<file path="src/rtl/mux_rr_arbiter.sv">
// mux_rr_arbiter
// Round-robin arbiter in front of a 4:1 word mux, with one registered output
// stage and a valid/ready handshake. Rotating priority starts just after the
// last winner. An optional lock re-grants the held winner while it still
// requests.
//
// Ports
//   clk        in   clock, rising edge
//   rst        in   synchronous active-high reset
//   req[3:0]   in   request lines (a=0, b=1, c=2, d=3)
//   a,b,c,d    in   requester words, WIDTH bits each
//   lock       in   keep the previous winner if it is still requesting
//   out_ready  in   downstream accepts out when out_valid is also high
//   gnt[3:0]   out  combinational one-hot grant; word consumed on this edge
//   sel[1:0]   out  registered index of the word held in out
//   out        out  registered selected word
//   out_valid  out  out holds an unconsumed word
module mux_rr_arbiter #(
   parameter int unsigned WIDTH = 4
) (
   input  logic             clk,
   input  logic             rst,
   input  logic [3:0]       req,
   input  logic [WIDTH-1:0] a,
   input  logic [WIDTH-1:0] b,
   input  logic [WIDTH-1:0] c,
   input  logic [WIDTH-1:0] d,
   input  logic             lock,
   input  logic             out_ready,
   output logic [3:0]       gnt,
   output logic [1:0]       sel,
   output logic [WIDTH-1:0] out,
   output logic             out_valid
);

   localparam int unsigned NREQ = 4;
   localparam int unsigned IDXW = 2;

   // Rotating-priority pointer and "a winner has been recorded" flag
   logic [IDXW-1:0]  ptr;
   logic             has_win;

   // Next-state values
   logic [IDXW-1:0]  ptr_nxt;
   logic             has_win_nxt;
   logic [IDXW-1:0]  sel_nxt;
   logic [WIDTH-1:0] out_nxt;
   logic             out_valid_nxt;

   // Arbitration intermediates
   logic             slot_open;
   logic             capture;
   logic             lock_hit;
   logic [IDXW-1:0]  rr_win;
   logic [IDXW-1:0]  winner;
   logic [WIDTH-1:0] win_word;

   // Capture slot: empty stage, or full stage being drained this cycle
   assign slot_open = !out_valid || out_ready;
   assign capture   = !rst && slot_open && (req != '0);

   // Lock only applies once a winner exists and it is still requesting
   assign lock_hit  = lock && has_win && req[sel];

   // First requester at or after ptr, wrapping modulo 4
   always_comb begin
      logic [IDXW-1:0] idx;
      logic            found;
      rr_win = ptr;
      idx    = ptr;
      found  = 1'b0;
      for (int unsigned k = 0; k < NREQ; k++) begin
         idx = ptr + IDXW'(k);
         if (!found && req[idx]) begin
            rr_win = idx;
            found  = 1'b1;
         end
      end
   end

   assign winner = lock_hit ? sel : rr_win;

   // Datapath 4:1 mux driven by the winner index
   always_comb begin
      win_word = a;
      case (winner)
         2'd0:    win_word = a;
         2'd1:    win_word = b;
         2'd2:    win_word = c;
         default: win_word = d;
      endcase
   end

   // Grant and next-state decode
   always_comb begin
      gnt           = '0;
      ptr_nxt       = ptr;
      has_win_nxt   = has_win;
      sel_nxt       = sel;
      out_nxt       = out;
      out_valid_nxt = out_valid;

      if (capture) begin
         gnt           = 4'(1) << winner;
         out_nxt       = win_word;
         sel_nxt       = winner;
         out_valid_nxt = 1'b1;
         has_win_nxt   = 1'b1;
         // Priority rotates past the winner even when locked
         ptr_nxt       = winner + IDXW'(1);
      end else if (out_valid && out_ready) begin
         // Drained with nothing to replace it
         out_valid_nxt = 1'b0;
      end
   end

   // State register
   always_ff @(posedge clk) begin
      if (rst) begin
         ptr       <= '0;
         has_win   <= 1'b0;
         sel       <= '0;
         out       <= '0;
         out_valid <= 1'b0;
      end else begin
         ptr       <= ptr_nxt;
         has_win   <= has_win_nxt;
         sel       <= sel_nxt;
         out       <= out_nxt;
         out_valid <= out_valid_nxt;
      end
   end

endmodule

</file>
<file path="config.mk">
export PLATFORM = sky130hd
export DESIGN_NAME = mux_rr_arbiter
export DESIGN_NICKNAME = d
export VERILOG_FILES = /design/src/rtl/mux_rr_arbiter.sv
export SDC_FILE = /design/constraint.sdc
export NUM_CORES = 1
export LEC_CHECK = 0
export ABC_AREA = 1
export CAP_MARGIN = 10
export CORE_MARGIN = 3
export CORE_UTILIZATION = 47
export DETAILED_ROUTE_END_ITERATION = 8
export PLACE_DENSITY = 0.83
export SKIP_CTS_REPAIR_TIMING = 1
export SLEW_MARGIN = 20
export SYNTH_ARGS = -nofsm -noshare
export SYNTH_HDL_FRONTEND = slang
export SYNTH_SLANG_ARGS = --single-unit
export TNS_END_PERCENT = 100
</file>
<file path="constraint.sdc">
create_clock -name clk -period 5.4 [get_ports clk]
set_input_delay 1.35 -clock clk [delete_from_list [all_inputs] [get_ports clk]]
set_output_delay 1.35 -clock clk [all_outputs]
set_load 0.03 [all_outputs]
</file>
# Word-level counts from Yosys, hierarchy flattened

Cells that the tools add are included.

Bits in registers: 10
Output and inout bits: 11
Logic and storage cells: 55

Add/sub/neg operators: 4
Magnitude comparators: 5
Equal/unequal tests: 2
Shifts and indexed selects: 1
Muxes and demuxes: 21
Reductions and logical operators: 17

Operator list:

| cell                                                                  | count |
|---|---|
| 2-bit by 3-bit < comparator with 1-bit output (second input constant) | 5 |
| 4-bit one-hot mux with 3 select lines                                 | 1 |
| 1-bit binary-select mux with 2-bit select                             | 5 |
| 1-bit 2-to-1 mux                                                      | 10 |
| 1-bit logical AND                                                     | 8 |
| 2-bit 2-to-1 mux                                                      | 4 |
| 1-bit zero test                                                       | 5 |
| 2-bit by 1-bit adder with 2-bit output (second input constant)        | 2 |
| 2-bit adder (second input constant)                                   | 2 |
| 4-bit 2-to-1 mux                                                      | 1 |
| 4-bit nonzero test                                                    | 1 |
| 1-bit by 2-bit << shifter with 4-bit output (first input constant)    | 1 |
| 2-bit by 1-bit == test with 1-bit output (second input constant)      | 1 |
| 2-bit == test (second input constant)                                 | 1 |
| 2-bit zero test                                                       | 1 |
| 2-bit nonzero test                                                    | 1 |
| 1-bit logical OR                                                      | 1 |

# Depth between registers and ports, before layout

Depth after elaboration: 15
Mapped depth: 18
Depth with buffers taken out: 17

# Worst setup path after synthesis

No wires, ideal clock.

Path kind: input -> output
From: in req[3]
To: out gnt[1]
Arrival: 2.767 ns
Required time: 4.050 ns
Slack: 1.283 ns
Stages on the path: 12
Path buffers: 0
Cells stage by stage: nand2_1 nand3_1 nand2_2 nand2_2 nor2_2 nand2_1 nand3_2 nand2_1 inv_1 ha_1 inv_1 nor2_1

Longest elaborated chain between the ends: 15
Elaborated cells on any way between the ends: 28
Those cells by class: 1 x shift; 18 x mux; 9 x reduce/logical

Ends and longest elaborated chain:

| what                                            | line | text |
|---|---|---|
| start: declaration                              | 23   | `input logic [3:0] req,` |
| 1-bit binary-select mux with 2-bit select       | 74   | `if (!found && req[idx]) begin` |
| 1-bit 2-to-1 mux (not written as such)          | 74   |  |
| 1-bit 2-to-1 mux                                | 74   |  |
| 1-bit zero test                                 | 74   |  |
| 1-bit logical AND                               | 74   |  |
| 1-bit 2-to-1 mux                                | 74   |  |
| 1-bit zero test                                 | 74   |  |
| 1-bit logical AND                               | 74   |  |
| 1-bit 2-to-1 mux                                | 74   |  |
| 1-bit zero test                                 | 74   |  |
| 1-bit logical AND                               | 74   |  |
| 2-bit 2-to-1 mux                                | 74   |  |
| 2-bit 2-to-1 mux (*)                            | 81   | `assign winner = lock_hit ? sel : rr_win;` |
| named net winner[0]                             | 55   | `logic [IDXW-1:0] winner;` |
| 1-bit by 2-bit << shifter with 4-bit output (*) | 104  | `gnt = 4'(1) << winner;` |
| 4-bit 2-to-1 mux (*)                            | 103  | `if (capture) begin` |
| end: declaration                                | 30   | `output logic [3:0] gnt,` |

Mark *: on every way through the listed nets, which the timed path passes. The rest lies on a longest branch. The select of a mux whose other input is x is not followed.

# Worst setup path in the final report

From: in req[1]
To: out gnt[2]

Same word-level chain as after synthesis.

==> results.json <==
{
  "grt_pass1_vias": 1059,
  "fin_nets": 223,
  "via_per_inst": 4.85,
  "combPwrFrac_pct": 70.1,
  "rows": 15,
  "ant_nets": 0,
  "clock_skew_ns": 0.00137,
  "die-area_um2": 2630,
  "synth.avg_cell_area_um2": 6.09,
  "power_frac_seq_pct": 19.2,
  "cts_num_sinks": 10,
  "outcome": "finished, final reports clean",
  "htreeDepth": 1,
  "antenna_found_initial": 0,
  "utilization_pct": 74.2,
  "max-cap-violations": 0,
  "netlist.area_leader.share_pct": 20.8,
  "clock.fmax_mhz": 194,
  "async_flop_share_pct": 0,
  "die_x_um": 51.2,
  "pin_count": 35,
  "crit_path_start_kind": "primary input",
  "synth-seq-area-share_pct": 20.8,
  "yosysTopAreaCell": "dfxtp_1",
  "maxSlewHeadroom_pct": 69.5,
  "num-fill-cells": 161,
  "clk_pin_slew_worst_paths_ns": 0.07,
  "max_stage_delay_ns": 0.68,
  "clock_path_buffers": 2,
  "netlist_top_cells_area": "dfxtp_1 21%, nand2_1 20%, inv_1 9.8%",
  "firstDrtPassIters": 4,
  "setup_tns_ns": 0,
  "wl_per_cell_um": 11.1,
  "synth_ff_type": "dfxtp_1",
  "yosysWarnings": 0,
  "synth_cell_type_count": 21,
  "hold_violations": 0,
  "fp.dieH_um": 51.2,
  "intPower_mw": 0.319,
  "clockPowerShare_pct": 10.6,
  "drcViolationCount": 0,
  "totalWireLength_um": 2410,
  "clock_latency_ns": 0.26,
  "grt.total_usage_pct": 21.0,
  "ir_worst_vdd_v": 0.000290,
  "ys_seq_elements": 10,
  "critPathKind": "primary input to output pin",
  "tightest_slew_ns": 0.455,
  "vias": 1057,
  "crit_path_frequent_cell": "nand3_1",
  "synthCells": 158,
  "finalCritPeriodShare_pct": 95.5,
  "core_um2": 1820,
  "r2r_slack_ns": 2.94,
  "powerDensity_nw_per_um2": 469,
  "grt_pass1_wl_um": 4260,
  "p_sw_share_pct": 49.7,
  "hold_class": "flip-flop to flip-flop",
  "cp_max_fo": 5,
  "switching_power_mw": 0.314,
  "setup_violations": 0,
  "drtIter0Drc": 16,
  "grt_max_degree": 13,
  "rsz0062_at_grt": "false",
  "start_util_pct": 52.9,
  "hpwl_um": 2000,
  "syn_to_final_growth_pct": 40.3,
  "crit_arrival_ns": 3.81,
  "min_from": "has_win",
  "r2r-start": "ptr[0]",
  "power_mw": 0.633,
  "drive_gt1_share_pct": 15.5,
  "cpMaxStageDelayCell": "clkdlybuf4s50_1",
  "antenna_cells": 0,
  "place.gp.congestion": 0.846,
  "path_cells": "clkdlybuf4s50_1, nand2_1, nand3_1, nand2_2, nand3_1, nand3_1, nand3_1, nand2_2, nand2_4, ha_1, inv_1, nor2_1, clkdlybuf4s50_1",
  "critPathLaunch": "req[1]",
  "synthesis.nets": 187,
  "leakage_nw": 0.681,
  "worstPathRequired_ns": 4.05,
  "numPortBuffers": 34,
  "cts_tree": "yes",
  "synth_edf_count": 0,
  "cp-end-kind": "output pin",
  "root_buffer": "clkbuf_4",
  "slew_viol_final": 0,
  "grt_overflow": 0,
  "syn_area_um2": 962,
  "fin_crit_ns": 5.16,
  "cts_buffers": 3
}
-- registers in the layout, summed over array words and instances, names as in the netlist --
| signal | flops |
|---|---|
| out | 4 |
| out_valid | 1 |
| has_win | 1 |
| sel | 2 |
| ptr | 2 |
-- worst max-delay path, delay by kind of cell --
family	cells	cell delay (ns)
AND/OR/NAND/NOR	9	0.89
buffers and inverters	3	1.30
adder cells (fa/ha/maj)	1	0.26
-- routing by layer --
layer / GRT usage [%] / part of all wire (%) / up-vias
met3: 4.37 / 6.0 / 2
met5: 0 / 0 / -
met1: 21.7 / 41 / 456
li1: - / - / 566
met2: 40.6 / 52 / 33
met4: 8.30 / 0.91 / 0
-- final cells by class --
type	instances	area, µm²	area share, %
clock buffers	4	36.3	2.69
inverters	28	105	7.79
multi-input cells	116	627	46.4
flip-flops and latches	10	200	14.8
well taps	25	31.3	2.32
repair buffers	35	350	26.0
-- cell families (layout without fill, tap and decap cells) --
| family | after synthesis | in the layout | synth area share [%] |
|---|---|---|---|
| simple gates | 92 | 92 | 46.3 |
| buf+inv | 32 | 67 | 14.0 |
| compound gates | 19 | 19 | 12.4 |
| flops | 10 | 10 | 20.8 |
| fa+ha+maj | 5 | 5 | 6.50 |
-- stage by stage --
stage / cells / instance area [µm²] / setup WS [ns] / hold slack (ns)
3_3_place_gp: 214 / 1310 / 0.222 / 0.442
5_1_grt: 218 / 1350 / 0.0235 / 0.483
4_1_cts: 218 / 1350 / 0.144 / 0.464
2_1_floorplan: 158 / 962 / 1.28 / 0.427
3_5_place_dp: 214 / 1310 / 0.167 / 0.452
6_report: 218 / 1350 / 0.244 / 0.465
-- power by group through the flow --
stage / Combinational (mW) / Clock, mW / Sequential [mW]
2_1_floorplan: 0.302 / 0 / 0.147
3_3_place_gp: 0.435 / 0 / 0.122
3_5_place_dp: 0.443 / 0 / 0.123
4_1_cts: 0.446 / 0.0687 / 0.122
5_1_grt: 0.495 / 0.0724 / 0.125
6_report: 0.444 / 0.0673 / 0.122
-- worst paths after layout --
kind,end,cells past startpoint
max,gnt[2],13
min,has_win,2
max reg2reg,out[2],16
min reg2reg,has_win,2
-- cells in the mapped netlist (2+ instances only) --
master and instances:
inv_2 3, a32o_1 4, nor2_1 5, a21oi_1 6
dfxtp_1 10, nand2_4 2, nand3_2 3, nand2_2 14
o21ai_0 8, ha_1 5, nand2_1 50, buf_4 2
nand3_1 14, inv_1 25
-- cells in the final DEF (no fill, tap or decap), drive strengths merged, types with 4 or more instances in the layout --
cell type | synthesis | final
nand3 | 17 | 17
dfxtp | 10 | 10
a21oi | 7 | 7
clkdlybuf4s50 | 0 | 33
clkbuf | 0 | 4
inv | 28 | 28
nand2 | 66 | 66
nor2 | 6 | 6
ha | 5 | 5
o21ai | 8 | 8
a32o | 4 | 4
(Power assumes the default switching activity.)
